===== src/rtl/display_page_arbiter.sv =====
// Round-robin page arbiter sharing one 8-digit display between NUM_SRC sources.
// Optional macro DISPLAY_PAGE_TAG_EN shows the page index in the leftmost digit.
module display_page_arbiter #(
  parameter int NUM_SRC      = 4,
  parameter int DWELL_CYCLES = 100_000_000,
  parameter int SEL_W        = $clog2(NUM_SRC),
  parameter int CNT_W        = $clog2(DWELL_CYCLES)
) (
  input  logic                  clk_in,
  input  logic                  rst_n_in,
  input  logic [NUM_SRC-1:0]    src_valid_in,
  input  logic [NUM_SRC*32-1:0] src_data_in,
  input  logic [NUM_SRC-1:0]    urgent_in,
  input  logic                  freeze_in,
  output logic [31:0]           data_out,
  output logic [SEL_W-1:0]      page_out,
  output logic                  blank_out,
  output logic [NUM_SRC-1:0]    ack_out,
  output logic                  dwell_done_out
);

  // Handshake: src_valid_in[i] is a level meaning "source i has data"; there is
  // no ready. ack_out[i] pulses for one cycle on the edge source i is granted.
  typedef enum logic [1:0] {IDLE, SELECT, SHOW} state_t;

  localparam logic [CNT_W-1:0] CNT_LAST = CNT_W'(DWELL_CYCLES - 1);

  state_t             state_q;
  logic [31:0]        data_q;
  logic [SEL_W-1:0]   page_q;
  logic               blank_q;
  logic [NUM_SRC-1:0] ack_q;
  logic               dwell_done_q;
  logic [CNT_W-1:0]   cnt_q;
  logic               granted_q;

  logic [31:0]        src_arr [NUM_SRC];
  logic [NUM_SRC-1:0] urg_vld;
  logic [SEL_W-1:0]   start_idx;
  logic [SEL_W-1:0]   idx;
  logic [SEL_W-1:0]   win_idx;
  logic               win_found;
  logic [31:0]        cur_disp;
  logic [31:0]        win_disp;
  logic               expired;
  logic               lost;
  logic               preempt;

  for (genvar g = 0; g < NUM_SRC; g++) begin : g_unpack
    assign src_arr[g] = src_data_in[32*g +: 32];
  end

  assign urg_vld = urgent_in & src_valid_in;

  // Until the first grant the search starts at source 0 so rotation begins at page 0.
  always_comb begin
    win_found = 1'b0;
    win_idx   = '0;
    idx       = '0;
    start_idx = granted_q ? SEL_W'((int'(page_q) + 1) % NUM_SRC) : '0;
    if (|urg_vld) begin
      for (int i = 0; i < NUM_SRC; i++) begin
        if (urg_vld[i] && !win_found) begin
          win_found = 1'b1;
          win_idx   = SEL_W'(i);
        end
      end
    end else begin
      for (int k = 0; k < NUM_SRC; k++) begin
        idx = SEL_W'((int'(start_idx) + k) % NUM_SRC);
        if (src_valid_in[idx] && !win_found) begin
          win_found = 1'b1;
          win_idx   = idx;
        end
      end
    end
  end

  always_comb begin
`ifdef DISPLAY_PAGE_TAG_EN
    cur_disp = {4'(page_q), src_arr[page_q][27:0]};
    win_disp = {4'(win_idx), src_arr[win_idx][27:0]};
`else
    cur_disp = src_arr[page_q];
    win_disp = src_arr[win_idx];
`endif
    expired = (cnt_q == CNT_LAST) && !freeze_in;
    lost    = !src_valid_in[page_q];
    preempt = (|urg_vld) && !urg_vld[page_q];
  end

  always_ff @(posedge clk_in or negedge rst_n_in) begin
    if (!rst_n_in) begin
      state_q      <= IDLE;
      data_q       <= '0;
      page_q       <= '0;
      blank_q      <= 1'b1;
      ack_q        <= '0;
      dwell_done_q <= 1'b0;
      cnt_q        <= '0;
      granted_q    <= 1'b0;
    end else begin
      ack_q        <= '0;
      dwell_done_q <= 1'b0;
      case (state_q)
        IDLE: begin
          data_q  <= '0;
          blank_q <= 1'b1;
          if (|src_valid_in) state_q <= SELECT;
        end
        SELECT: begin
          if (win_found) begin
            page_q    <= win_idx;
            data_q    <= win_disp;
            blank_q   <= 1'b0;
            ack_q     <= NUM_SRC'(1) << win_idx;
            cnt_q     <= '0;
            granted_q <= 1'b1;
            state_q   <= SHOW;
          end else begin
            data_q  <= '0;
            blank_q <= 1'b1;
            state_q <= IDLE;
          end
        end
        SHOW: begin
          data_q <= cur_disp;
          if (expired) dwell_done_q <= 1'b1;
          // The counter parks on its terminal value while waiting to leave SHOW.
          if (expired || lost || preempt) state_q <= SELECT;
          else if (!freeze_in)            cnt_q   <= cnt_q + CNT_W'(1);
        end
        default: state_q <= IDLE;
      endcase
    end
  end

  assign data_out       = data_q;
  assign page_out       = page_q;
  assign blank_out      = blank_q;
  assign ack_out        = ack_q;
  assign dwell_done_out = dwell_done_q;

endmodule


===== config.mk =====
export PLATFORM = sky130hd
export DESIGN_NAME = display_page_arbiter
export DESIGN_NICKNAME = d
export VERILOG_FILES = /design/src/rtl/display_page_arbiter.sv
export SDC_FILE = /design/constraint.sdc
export NUM_CORES = 1
export LEC_CHECK = 0
export ABC_AREA = 1
export BUFFER_PORTS_ARGS = -buffer_cell sky130_fd_sc_hd__buf_2
export CAP_MARGIN = 15
export CORE_UTILIZATION = 25
export CTS_CLUSTER_SIZE = 12
export DETAILED_ROUTE_END_ITERATION = 10
export PLACE_DENSITY = 0.49
export SETUP_SLACK_MARGIN = 0.02
export SYNTH_ARGS = -nofsm -noshare
export SYNTH_HDL_FRONTEND = slang
export SYNTH_SLANG_ARGS = --single-unit
export TNS_END_PERCENT = 10

===== constraint.sdc =====
create_clock -name clk_in -period 1.85 [get_ports clk_in]
set_input_delay 0.185 -clock clk_in [delete_from_list [all_inputs] [get_ports clk_in]]
set_output_delay 0.185 -clock clk_in [all_outputs]
set_load 0.02 [all_outputs]

==> results of run 1 <==
-- what timing repair did --
item | in CTS | in global routing
resized for setup | 34 | 27
hold buffers | 1 | 0
pin swaps | 3 | 7
buffers inserted | 8 | 4
hold endpoints to repair | 20 | 0
cloned | 2 | 1
endpoints found under the setup margin | 67 | 67
-- registers in the layout (all words and copies together), names as in the netlist --
signal	flops
ack_out	4
blank_out	1
cnt_q	27
data_out	32
dwell_done_out	1
granted_q	1
page_out	2
state_q	2
-- final cells by class --
type	instances	area, sq um
inverters	40	160
clock buffers	11	233
diodes	4	10.0
well taps	319	399
repair buffers	304	2040
repair inverters	1	8.76
clock inverters	5	36.3
flip-flops and latches	70	1760
fillers	2567	15000
multi-input cells	813	4080
-- worst min-delay path by stage --
stage / to / slack [ns] / cells after the start
after CTS: data_out[18]$_DFFE_PN0N_ / 0.26 / 7
after floorplan: ack_out[0]$_DFF_PN0_ / -0.11 / 0
after global routing: data_out[18]$_DFFE_PN0N_ / 0.29 / 7
after detailed placement: data_out[9]$_DFFE_PN0N_ / 0.12 / 1
final: data_out[18]$_DFFE_PN0N_ / 0.27 / 7
after global placement: data_out[8]$_DFFE_PN0N_ / 0.12 / 1
-- critical path: cells and delay by family, from the launching register on --
family / cells / cell delay (ns)
buf+inv: 2 / 0.30
simple gates: 16 / 1.28
flops: 1 / 0.48
-- layout by cell type, fill, tap and decap left out, types with 3 or more instances in the layout --
master      synthesis  final
nor2_4              0      7
clkbuf_16           0      9
xor2_1             11     11
nor3_1             18     10
or2_2              11     11
diode_2             0      4
nand3_2             3     14
ha_1                5      4
o211ai_1            3      3
nand2_1           340    332
nor2_1             58     52
buf_2              17    177
nand3_1           195    184
buf_12              0     11
nor4_1              6      4
clkinvlp_4          0      3
a22oi_1            32     32
dfrtp_1            69     67
o21ai_0            83     79
nor3_2              0      8
o21ai_1            16     20
buf_4               6    107
nand4_1            12     12
nor2_2              5      4
nand2_2             4      9
inv_1              33     32
inv_2               5      5
buf_6              11      6
-- stage by stage --
stage / hold slack (ns) / setup slack (ns) / std cells
finish: 0.266 / -0.305 / 1567
global route: 0.289 / -0.455 / 1567
CTS: 0.259 / -0.252 / 1559
detailed placement: 0.125 / -0.326 / 1532
global placement: 0.121 / -0.334 / 1532
floorplan: -0.111 / -0.150 / 991
-- cells by family after synthesis --
| group | Yosys count |
|---|---|
| simple gates | 657 |
| xor+xnor | 12 |
| fa+ha+maj | 5 |
| flops | 70 |
| compound gates | 139 |
| buf+inv | 108 |
-- metal layers --
metal,GRT usage (%),wire (um)
met5,0,10
met4,7.97,578
met3,4.46,1770
met2,32.3,11500
met1,27.0,11500
-- report_power, final --
| group | total (uW) | leakage [uW] | switching, uW | internal (uW) |
|---|---|---|---|---|
| sequential | 2280 | 0.000946 | 302 | 1980 |
| clock | 1650 | 0.000122 | 737 | 910 |
| combinational | 7560 | 0.00324 | 4840 | 2730 |
| total | 11500 | 0.00431 | 5870 | 5610 |
==> key figures, run 1 <==
Run status
  • Status: finished with violations
  • Violated checks: setup timing

STA
  • Worst slew pin tran: 0.500 ns
  • Tcrit/Tclk final: 116%
  • Slew margin rel.: 66.7%
  • Max-slew violation count: 0
  • F_max: 464 MHz
  • Clock period minus worst slack: 2.15 ns
  • Unrepaired setup endpoints after global routing: yes
  • Worst Clk Skew: 0.0139 ns
  • Final hold vios: 0
  • Final setup vio count: 64
  • Setup_tns: -11.40 ns
  • Worst setup margin: -0.305 ns

Setup path
  • Reg2Reg Setup Slack: -0.30 ns
  • CP Capture Type: flip-flop
  • Crit-path cells: nand2_2 -> nand2_2 -> nor2_4 -> nand2_1 -> nand2_1 -> nand2_2 -> nand3_1 -> nand2_2 -> nand2_4 -> nand2_8 -> buf_12 -> buf_12 -> nand2_2 -> nand3_2 -> nand3_1 -> nand2_1 -> nand2_1 -> nand2_1
  • CP Data Required Time: 2.08 ns
  • Reg2reg path depth: 18
  • CP max FO: 6
  • RR Startpoint: page_out[1]$_DFFE_PN0P_
  • Crit path largest cell delay: 0.48 ns
  • Critical Path AT: 2.38 ns
  • CP endpoint: data_out[14]$_DFFE_PN0N_
  • Crit-path slowest cell: dfrtp_2
  • Setup crit start: page_out[1]$_DFFE_PN0P_
  • FF-to-FF End: data_out[14]$_DFFE_PN0N_
  • Critical path class: flip-flop to flip-flop
  • Critical Path Source Type: flip-flop

Logic synthesis
  • Top FF cell, synth: dfrtp_1
  • Multiplexer share of the synthesized area: 0%
  • Yosys top cell area share: 28.2%
  • Cell Area, Synth: 0.00613 sq mm
  • Yosys warns: 0
  • Mean Syn Cell Area: 6.18 sq um
  • Most frequent cell after synthesis: nand2_1
  • Number of synthesized flops with an enable pin: 0
  • Simple-gate share of the synthesized area: 46.9%
  • #FFs+latches synth: 70
  • Synth top cells by count: nand2_1, nand3_1, o21ai_0
  • Distinct cells, synth: 38
  • Area contributors post-synth: dfrtp_1, nand2_1, nand3_1
  • Dominant cell type by area after synthesis: dfrtp_1
  • Post-synthesis compound-gate area fraction: 13.0%
  • Net Count, Synth: 1135
  • Synth Area in Adders: 1.02%
  • Post-synthesis cell count: 991
  • Seq/Total Area, Yosys: 28.6%
  • Main combinational cell family by area after synthesis: simple AND/OR/NAND/NOR gates
  • Xor and xnor fraction of the mapped netlist area: 1.72%
  • Synth async-reset ratio: 100%

Global routing
  • First-pass GRT wire length: 39.7 mm
  • Total grt overflow: 0
  • Gr usage total: 20.5%
  • Initial antenna violation count: 7
  • Vias in the first global route: 7390
  • Pin count of the biggest net entering global routing: 55

Die
  • Die width: 159 um
  • Row cnt: 56
  • Ports: 179
  • Die outline height: 159 um
  • Initial Util: 25.8%
  • Full die area: 0.0251 sq mm
  • Core Box Area: 0.0238 sq mm

Routing
  • Total number of vias: 7630
  • Vias/cell: 4.87
  • Routed len/inst: 16.1 um
  • Number of DRC markers in iteration 0: 455
  • DR DRC count: 0
  • Routed Antenna Nets: 0
  • DRT Pass-1 Iters: 5
  • Final wirelength: 25.3 mm

Hold path
  • Hold_sp: src_data_in[18]
  • Hold WC Path Type: input pin to flip-flop

Clocking
  • H-Tree Depth: 3
  • Clk buf depth: 2
  • Root Buffer: clkbuf_16
  • Clock-pin slew on the worst setup and hold paths: 0.07 ns
  • CTS tree: yes
  • CTS sink count: 70
  • Num CTS Buffers: 9
  • Clk_lat worst skew: 0.35 ns

Place
  • Final Wtd Congestion: 0.849
  • Port bufs: 178
  • DP HPWL: 17.7 mm
  • Placed cell areas: 0.00805 sq mm

Layout
  • Share of layout cells above drive strength 1: 31.4%
  • P&R area growth vs syn: 42.5%
  • Util after Layout: 36.7%
  • Final-stage net count: 1383
  • Design Area, Final: 0.00873 sq mm

Power
  • Pleak: 0.00431 uW
  • Total Power: 11500 uW
  • Pwr/cell area: 1320 mW/mm^2
  • Maximum vdd ir drop: 0.000663 V

Run
  • Max-cap viol count: 0
Power figures use the tool's default switching activity.
==> run 2, diff against run 1 <==
--- a/config.mk
+++ b/config.mk
@@ -8,10 +8,10 @@
 export ABC_AREA = 1
 export BUFFER_PORTS_ARGS = -buffer_cell sky130_fd_sc_hd__buf_2
 export CAP_MARGIN = 15
-export CORE_UTILIZATION = 25
+export CORE_UTILIZATION = 48
 export CTS_CLUSTER_SIZE = 12
 export DETAILED_ROUTE_END_ITERATION = 10
-export PLACE_DENSITY = 0.49
+export PLACE_DENSITY = 0.81
 export SETUP_SLACK_MARGIN = 0.02
 export SYNTH_ARGS = -nofsm -noshare
 export SYNTH_HDL_FRONTEND = slang
==> run 2 against run 1 <==
Compared with the run above:
- non-clock buffer count is 21 lower
- power down 2.2%
- die area down 47%
- sequential power is essentially flat
- the flow still finishes with violations (setup timing)
- clock power grew 4%
- combinational power decreased by 4.6%
- register-to-register slack hardly changed
- cell count shrank 11%
- first-iteration DRC count up 93%
- critical path type unchanged
==> key figures, run 2 (synthesized netlist as in run 1, its figures left out) <==
Run status
  • Status: finished with violations
  • Violated checks: setup timing

Setup path
  • FF-to-FF End: data_out[21]$_DFFE_PN0N_
  • Crit-path slowest cell: dfrtp_2
  • Reg2reg path depth: 17 (-1)
  • Critical path class: flip-flop to flip-flop
  • Cell depth of the worst setup path: 17 (-1)
  • CP endpoint: data_out[21]$_DFFE_PN0N_
  • CP Buf/Inv Count: 1 (-1)
  • Crit-path most repeated cell: nand2_1
  • Setup crit start: page_out[0]$_DFFE_PN0P_
  • CP Capture Type: flip-flop
  • CP delay by family, top: simple AND/OR/NAND/NOR gates
  • Crit-path cells: nand2_2 -> nand2_2 -> nor2_4 -> nor2_2 -> nor2_2 -> nand2_1 -> nand2_1 -> nand2_2 -> nand2_4 -> nand2_8 -> clkbuf_16 -> nand2_1 -> nand3_1 -> nand3_1 -> nand2_1 -> nand2_1 -> nand2_1
  • Critical Path AT: 2.41 ns (+0.03 ns)
  • CP max FO: 16 (+10)
  • Reg2Reg Setup Slack: -0.31 ns (about the same)
  • CP Data Required Time: 2.09 ns (about the same)
  • Critical Path Source Type: flip-flop
  • RR Startpoint: page_out[0]$_DFFE_PN0P_
  • Crit path largest cell delay: 0.49 ns (about the same)

Hold path
  • Hold WC Path Type: input pin to flip-flop
  • Hold Path Depth: 7 (unchanged)

STA
  • Unrepaired setup endpoints after global routing: yes
  • Worst slew pin tran: 0.496 ns (-0.00405 ns)
  • Slew margin rel.: 67.0% (+0.27 points)
  • Worst setup margin: -0.314 ns (-0.00966 ns)
  • Worst hold slack: 0.266 ns (+0.000308 ns)
  • Final hold vios: 0 (unchanged)
  • Max-slew violation count: 0 (unchanged)
  • Tcrit/Tclk final: 117% (+0.52 points)
  • Clock period minus worst slack: 2.16 ns (+0.00966 ns)
  • F_max: 462 MHz (-0.45%)
  • Worst Clk Skew: 0.00665 ns (-0.00723 ns)
  • Final setup vio count: 39 (-39%)

Clocking
  • CTS tree: yes
  • Root Buffer: clkbuf_16
  • Clk buf depth: 2 (unchanged)
  • Clk_lat worst skew: 0.35 ns (about the same)
  • CTS sink count: 70 (unchanged)
  • Num CTS Buffers: 9 (unchanged)
  • Clock-pin slew on the worst setup and hold paths: 0.06 ns (about the same)
  • H-Tree Depth: 3 (unchanged)

Die
  • Initial Util: 50.2% (+24 points)
  • Core Box Area: 0.0122 sq mm (-49%)
  • Full die area: 0.0132 sq mm (-47%)
  • Row cnt: 40 (-29%)
  • Ports: 179 (unchanged)
  • Die outline height: 115 um (-27%)
  • Die width: 115 um (-27%)

Power
  • Reg power frac: 20.6% (+0.8 points)
  • Maximum vdd ir drop: 0.000788 V (+19%)
  • P_int: 5500 uW (-2.0%)
  • Switching part of the total power: 51.1% (-0.088 points)
  • Pwr/cell area: 1350 mW/mm^2 (+2.5%)
  • Combinational power share: 64.2% (-1.6 points)
  • Pleak: 0.00420 uW (-2.6%)
  • Net Sw Power: 5730 uW (-2.4%)
  • Clk pwr share: 15.2% (+0.9 points)

Place
  • Pre-CTS setup slack: -0.214 ns (+0.112 ns)
  • Port bufs: 178 (unchanged)
  • Final Wtd Congestion: 0.962 (+13%)
  • DP HPWL: 14.9 mm (-16%)

Layout
  • Commonest cells after routing, fill and taps aside: nand2_1, nand3_1, buf_2
  • Share of layout cells above drive strength 1: 29.8% (-1.5 points)
  • Final-stage net count: 1362 (-1.5%)
  • P&R area growth vs syn: 35.9%
  • Util after Layout: 68.2% (+31 points)
  • Most common cell after layout, fill and taps aside: nand2_1
  • Max reg flops: 32 (unchanged)

Routing
  • Routed Antenna Nets: 0 (unchanged)
  • DRT Pass-1 Iters: 8 (+3)
  • Vias/cell: 5.65 (+16%)
  • Total number of vias: 7873 (+3.2%)
  • Routed len/inst: 15.6 um (-3.6%)
  • Number of DRC markers in iteration 0: 876 (+93%)
  • DR DRC count: 0 (unchanged)
  • Final wirelength: 21.7 mm (-14%)

Global routing
  • Busiest grt layer: met2
  • Pin count of the biggest net entering global routing: 65 (+18%)
  • Met2 GRT Util: 52.7% (+20 points)
  • Total grt overflow: 0 (unchanged)
  • M1 GR Usage: 42.7% (+16 points)
  • First-pass GRT wire length: 34.3 mm (-14%)
  • Initial antenna violation count: 3 (-4)
  • Vias in the first global route: 7109 (-3.8%)
  • Met3 GRT Util: 7.38% (+2.9 points)
  • Gr usage total: 32.9% (+12 points)

Run
  • Max-cap viol count: 0 (unchanged)
[run 2: cell count changes in the layout (fill, tap and decap cells not counted), moves of 3 or more]
cell / before / now
nand3_1: 184 / 189
nand3_2: 14 / 9
nor2_4: 7 / 2
nand2_1: 332 / 329
buf_4: 107 / 83
nand2_2: 9 / 13
clkbuf_16: 9 / 12
nor2_2: 4 / 7
[run 2: timing repair]
item	in CTS	in global routing
endpoints found under the hold margin	16	0
hold buffers	1	0
gates cloned	0	4
pin swaps	3	12
setup buffers	2	1
gates resized for setup	14	36
endpoints found under the setup margin	65	67
[run 2: through the flow]
step	cell area (sq um)	instances	setup TNS, ns	total power, uW
final	8330	1394	-9.52	11200
after global routing	8330	1394	-15.46	11900
after CTS	8090	1386	-5.14	10700
after detailed placement	7740	1367	-7.33	8920
after global placement	7740	1367	-6.60	8860
after floorplan	6150	991	-4.74	6760
[run 2: power groups by stage]
stage / logic (uW) / clock network, uW / registers, uW
after detailed placement: 6610 / 0 / 2320
final: 7210 / 1710 / 2310
after CTS: 6730 / 1720 / 2300
after global placement: 6540 / 0 / 2330
after global routing: 7810 / 1780 / 2350
after floorplan: 4020 / 0 / 2730
[run 2: worst register-to-register path: stages, from the launching register on]
cell and delay, ns:
dfrtp_2 0.49, nand2_2 0.12, nand2_2 0.07, nor2_4 0.15, nor2_2 0.06, nor2_2 0.13, nand2_1 0.07, nand2_1 0.08
nand2_2 0.07, nand2_4 0.11, nand2_8 0.11, clkbuf_16 0.22, nand2_1 0.08, nand3_1 0.07, nand3_1 0.08, nand2_1 0.05
nand2_1 0.05, nand2_1 0.05
[run 2: metal layers]
metal  part of all wire [%]  wire (um)
met5                      0          0
met4                    3.6        772
met3                     10       2280
met2                     46       9950
met1                     40       8680
[run 2: final cells by class]
type	instances	area, sq um
multi-input cells	813	4000
fillers	1115	3890
repair buffers	283	1900
flip-flops and latches	70	1760
clock buffers	9	225
well taps	168	210
inverters	40	160
clock inverters	7	57.6
diodes	3	7.51
repair inverters	1	6.26
[run 2: worst min path at each step]
stage / start / to / slack, ns
2_1_floorplan: rst_n_in / ack_out[0]$_DFF_PN0_ / -0.11
3_3_place_gp: rst_n_in / data_out[10]$_DFFE_PN0N_ / 0.16
3_5_place_dp: rst_n_in / data_out[10]$_DFFE_PN0N_ / 0.16
4_1_cts: src_data_in[18] / data_out[18]$_DFFE_PN0N_ / 0.26
5_1_grt: src_data_in[18] / data_out[18]$_DFFE_PN0N_ / 0.30
6_report: src_data_in[16] / data_out[16]$_DFFE_PN0N_ / 0.27
==> run 3, diff against run 2 <==
--- a/config.mk
+++ b/config.mk
@@ -8,10 +8,10 @@
 export ABC_AREA = 1
 export BUFFER_PORTS_ARGS = -buffer_cell sky130_fd_sc_hd__buf_2
 export CAP_MARGIN = 15
-export CORE_UTILIZATION = 48
+export CORE_UTILIZATION = 36
 export CTS_CLUSTER_SIZE = 12
 export DETAILED_ROUTE_END_ITERATION = 10
-export PLACE_DENSITY = 0.81
+export PLACE_DENSITY = 0.64
 export SETUP_SLACK_MARGIN = 0.02
 export SYNTH_ARGS = -nofsm -noshare
 export SYNTH_HDL_FRONTEND = slang
==> run 3 against run 2 <==
Compared with the run above:
- sequential share of layout area fell by 0.56 points
- the run still ends with setup timing left
- critical endpoint is now data_out[4]$_DFFE_PN0N_
- critical path type unchanged
- cell count grew 4.0%
- utilization fell by 17 points
- highest routed layer unchanged
- design area increased by 2.8%
- via count fell by 1.7%
- clock skew up 0.00070 ns
- sequential cell count is the same
==> key figures, run 3 (synthesized netlist as in run 1, its figures left out) <==
Routing
  • Top Layer Used: met4
  • Total number of vias: 7737 (-1.7%)
  • DR DRC count: 0 (unchanged)
  • Routed Antenna Nets: 0 (unchanged)
  • Met2 wire len: 10.5 mm (+5.8%)
  • Met1 WL: 9.71 mm (+12%)
  • DRT Pass-1 Iters: 6 (-2)
  • Number of DRC markers in iteration 0: 643 (-27%)
  • DR WL met3: 1.75 mm (-23%)
  • Final wirelength: 22.6 mm (+4.2%)
  • Vias/cell: 5.34 (-5.5%)
  • Routed len/inst: 15.6 um (+0.22%)

Setup path
  • FF-to-FF End: data_out[4]$_DFFE_PN0N_
  • CP Data Required Time: 2.08 ns (about the same)
  • Reg2Reg Setup Slack: -0.24 ns (+0.08 ns)
  • CP delay by family, top: simple AND/OR/NAND/NOR gates
  • Crit-path most repeated cell: nand2_1
  • CP Capture Type: flip-flop
  • Critical Path AT: 2.32 ns (-0.09 ns)
  • CP Buf/Inv Count: 2 (+1)
  • Critical Path Source Type: flip-flop
  • Crit-path cells: nand2_2 -> nand2_2 -> nor2_4 -> nand2_1 -> nand2_1 -> nand2_1 -> nand2_1 -> nand2_1 -> nand2_2 -> nand2_4 -> buf_4 -> buf_8 -> nand3_1 -> nand3_1 -> nand3_1 -> nand2_1 -> nand2_1 -> nand2_1
  • Crit-path slowest cell: dfrtp_2
  • Crit path largest cell delay: 0.49 ns (about the same)
  • RR Startpoint: page_out[0]$_DFFE_PN0P_
  • Critical path class: flip-flop to flip-flop
  • CP max FO: 12 (-4)
  • Setup crit start: page_out[0]$_DFFE_PN0P_
  • Reg2reg path depth: 18 (+1)

STA
  • F_max: 479 MHz (+3.8%)
  • Max-slew violation count: 0 (unchanged)
  • Slew margin rel.: 65.1% (-1.8 points)
  • Setup_tns: -11.66 ns (-2.14 ns)
  • Worst Clk Skew: 0.00734 ns (+0.000696 ns)
  • Worst slew pin tran: 0.523 ns (+0.0272 ns)
  • Clock period minus worst slack: 2.09 ns (-0.0784 ns)
  • Worst hold slack: 0.275 ns (+0.00867 ns)
  • Unrepaired setup endpoints after global routing: yes
  • Worst setup margin: -0.236 ns (+0.0784 ns)
  • Tcrit/Tclk final: 113% (-4.2 points)
  • Final setup vio count: 64 (+64%)
  • Final hold vios: 0 (unchanged)

Run
  • Max-cap viol count: 0 (unchanged)

Place
  • Port bufs: 178 (unchanged)
  • DP HPWL: 15.7 mm (+5.3%)
  • Final Wtd Congestion: 0.931 (-3.3%)

Clocking
  • Clock-pin slew on the worst setup and hold paths: 0.06 ns (about the same)
  • H-Tree Depth: 3 (unchanged)
  • CTS sink count: 70 (unchanged)
  • Root Buffer: clkbuf_16
  • Clk_lat worst skew: 0.35 ns (about the same)
  • Clk buf depth: 2 (unchanged)
  • Num CTS Buffers: 9 (unchanged)
  • CTS tree: yes

Hold path
  • Hold_sp: src_data_in[19]
  • Hold WC Path Type: input pin to flip-flop
  • Hold Path Depth: 7 (unchanged)
  • Hold endpoint: data_out[19]$_DFFE_PN0N_

Die
  • Initial Util: 36.9% (-13 points)
  • Die outline height: 132 um (+15%)
  • Core Box Area: 0.0166 sq mm (+36%)
  • Row cnt: 47 (+18%)
  • Die width: 132 um (+15%)
  • Full die area: 0.0175 sq mm (+33%)
  • Ports: 179 (unchanged)

Power
  • Pwr/cell area: 1380 mW/mm^2 (+2.1%)
  • Pleak: 0.00430 uW (+2.4%)
  • Maximum vdd ir drop: 0.000838 V (+6.3%)

Global routing
  • Pin count of the biggest net entering global routing: 55 (-15%)
  • First-pass GRT wire length: 37.1 mm (+8.0%)
  • Vias in the first global route: 7484 (+5.3%)
  • Initial antenna violation count: 1 (-2)
  • Gr usage total: 26.1% (-6.8 points)
  • Total grt overflow: 0 (unchanged)

Layout
  • Final-stage net count: 1368 (+0.44%)
  • Max reg flops: 32 (unchanged)
  • Commonest cells after routing, fill and taps aside: nand2_1, nand3_1, buf_2
  • P&R area growth vs syn: 39.6%
  • Share of layout cells above drive strength 1: 30.2% (+0.34 points)
  • Most common cell after layout, fill and taps aside: nand2_1

Run status
  • Violated checks: setup timing
  • Status: finished with violations
[run 3: cell count changes in the layout (fill, tap and decap cells not counted), sizes merged]
cell	change
buf	+8
bufinv	+3
clkbuf	-1
inv	-2
diode	-2
clkinvlp	-2
[run 3: metrics by stage]
step	utilization, %	power [uW]	area, sq um	std cells	worst slack, ns
CTS	50.5	11400	8370	1444	-0.202
floorplan	-	6760	6150	991	-0.150
global route	51.6	12700	8550	1449	-0.424
detailed placement	47.2	9020	7830	1421	-0.224
finish	51.6	11800	8550	1450	-0.236
global placement	47.2	8990	7830	1421	-0.184
[run 3: worst min-delay path, stage by stage]
cell     delay [ns]
buf_2          0.09
nand2_1        0.05
nand3_1        0.06
nand3_1        0.07
nand2_1        0.06
nand2_1        0.04
nand2_1        0.04
[run 3: layer usage]
metal | GRT usage [%] | vias up
met5 | 0 | -
met4 | 11.2 | 0
met3 | 5.33 | 50
met2 | 41.9 | 332
met1 | 34.0 | 3554
li1 | - | 3801
[run 3: layout make-up]
class	instances	area [sq um]
fill	1678	8030
multi-input combinational	813	4040
timing repair buffer	289	1960
sequential	70	1760
tap	220	275
clock buffer	10	239
inverter	40	160
clock inverter	6	116
timing repair inverter	1	6.26
antenna	1	2.50
[run 3: how the worst max path moves through the flow]
stage | slack [ns] | end | depth (start not counted)
2_1_floorplan | -0.15 | data_out[15]$_DFFE_PN0N_ | 20
3_3_place_gp | -0.18 | data_out[3]$_DFFE_PN0N_ | 16
3_5_place_dp | -0.22 | data_out[30]$_DFFE_PN0N_ | 16
4_1_cts | -0.20 | data_out[12]$_DFFE_PN0N_ | 17
5_1_grt | -0.42 | data_out[30]$_DFFE_PN0N_ | 18
6_report | -0.24 | data_out[4]$_DFFE_PN0N_ | 18
[run 3: where the power goes]
part	internal [uW]	total, uW	leakage [uW]	switching [uW]
Combinational	2710	7400	0.00318	4690
Sequential	1980	2290	0.000946	309
Clock	1360	2090	0.000173	730
Total	6050	11800	0.00430	5730
[run 3: timing repair]
item / 4_1_cts / 5_1_grt
endpoints found under the hold margin: 33 / 0
setup buffers: 5 / 3
pin swaps: 4 / 21
endpoints found under the setup margin: 64 / 67
gates cloned: 1 / 2
hold buffers: 1 / 0
resized for setup: 26 / 32
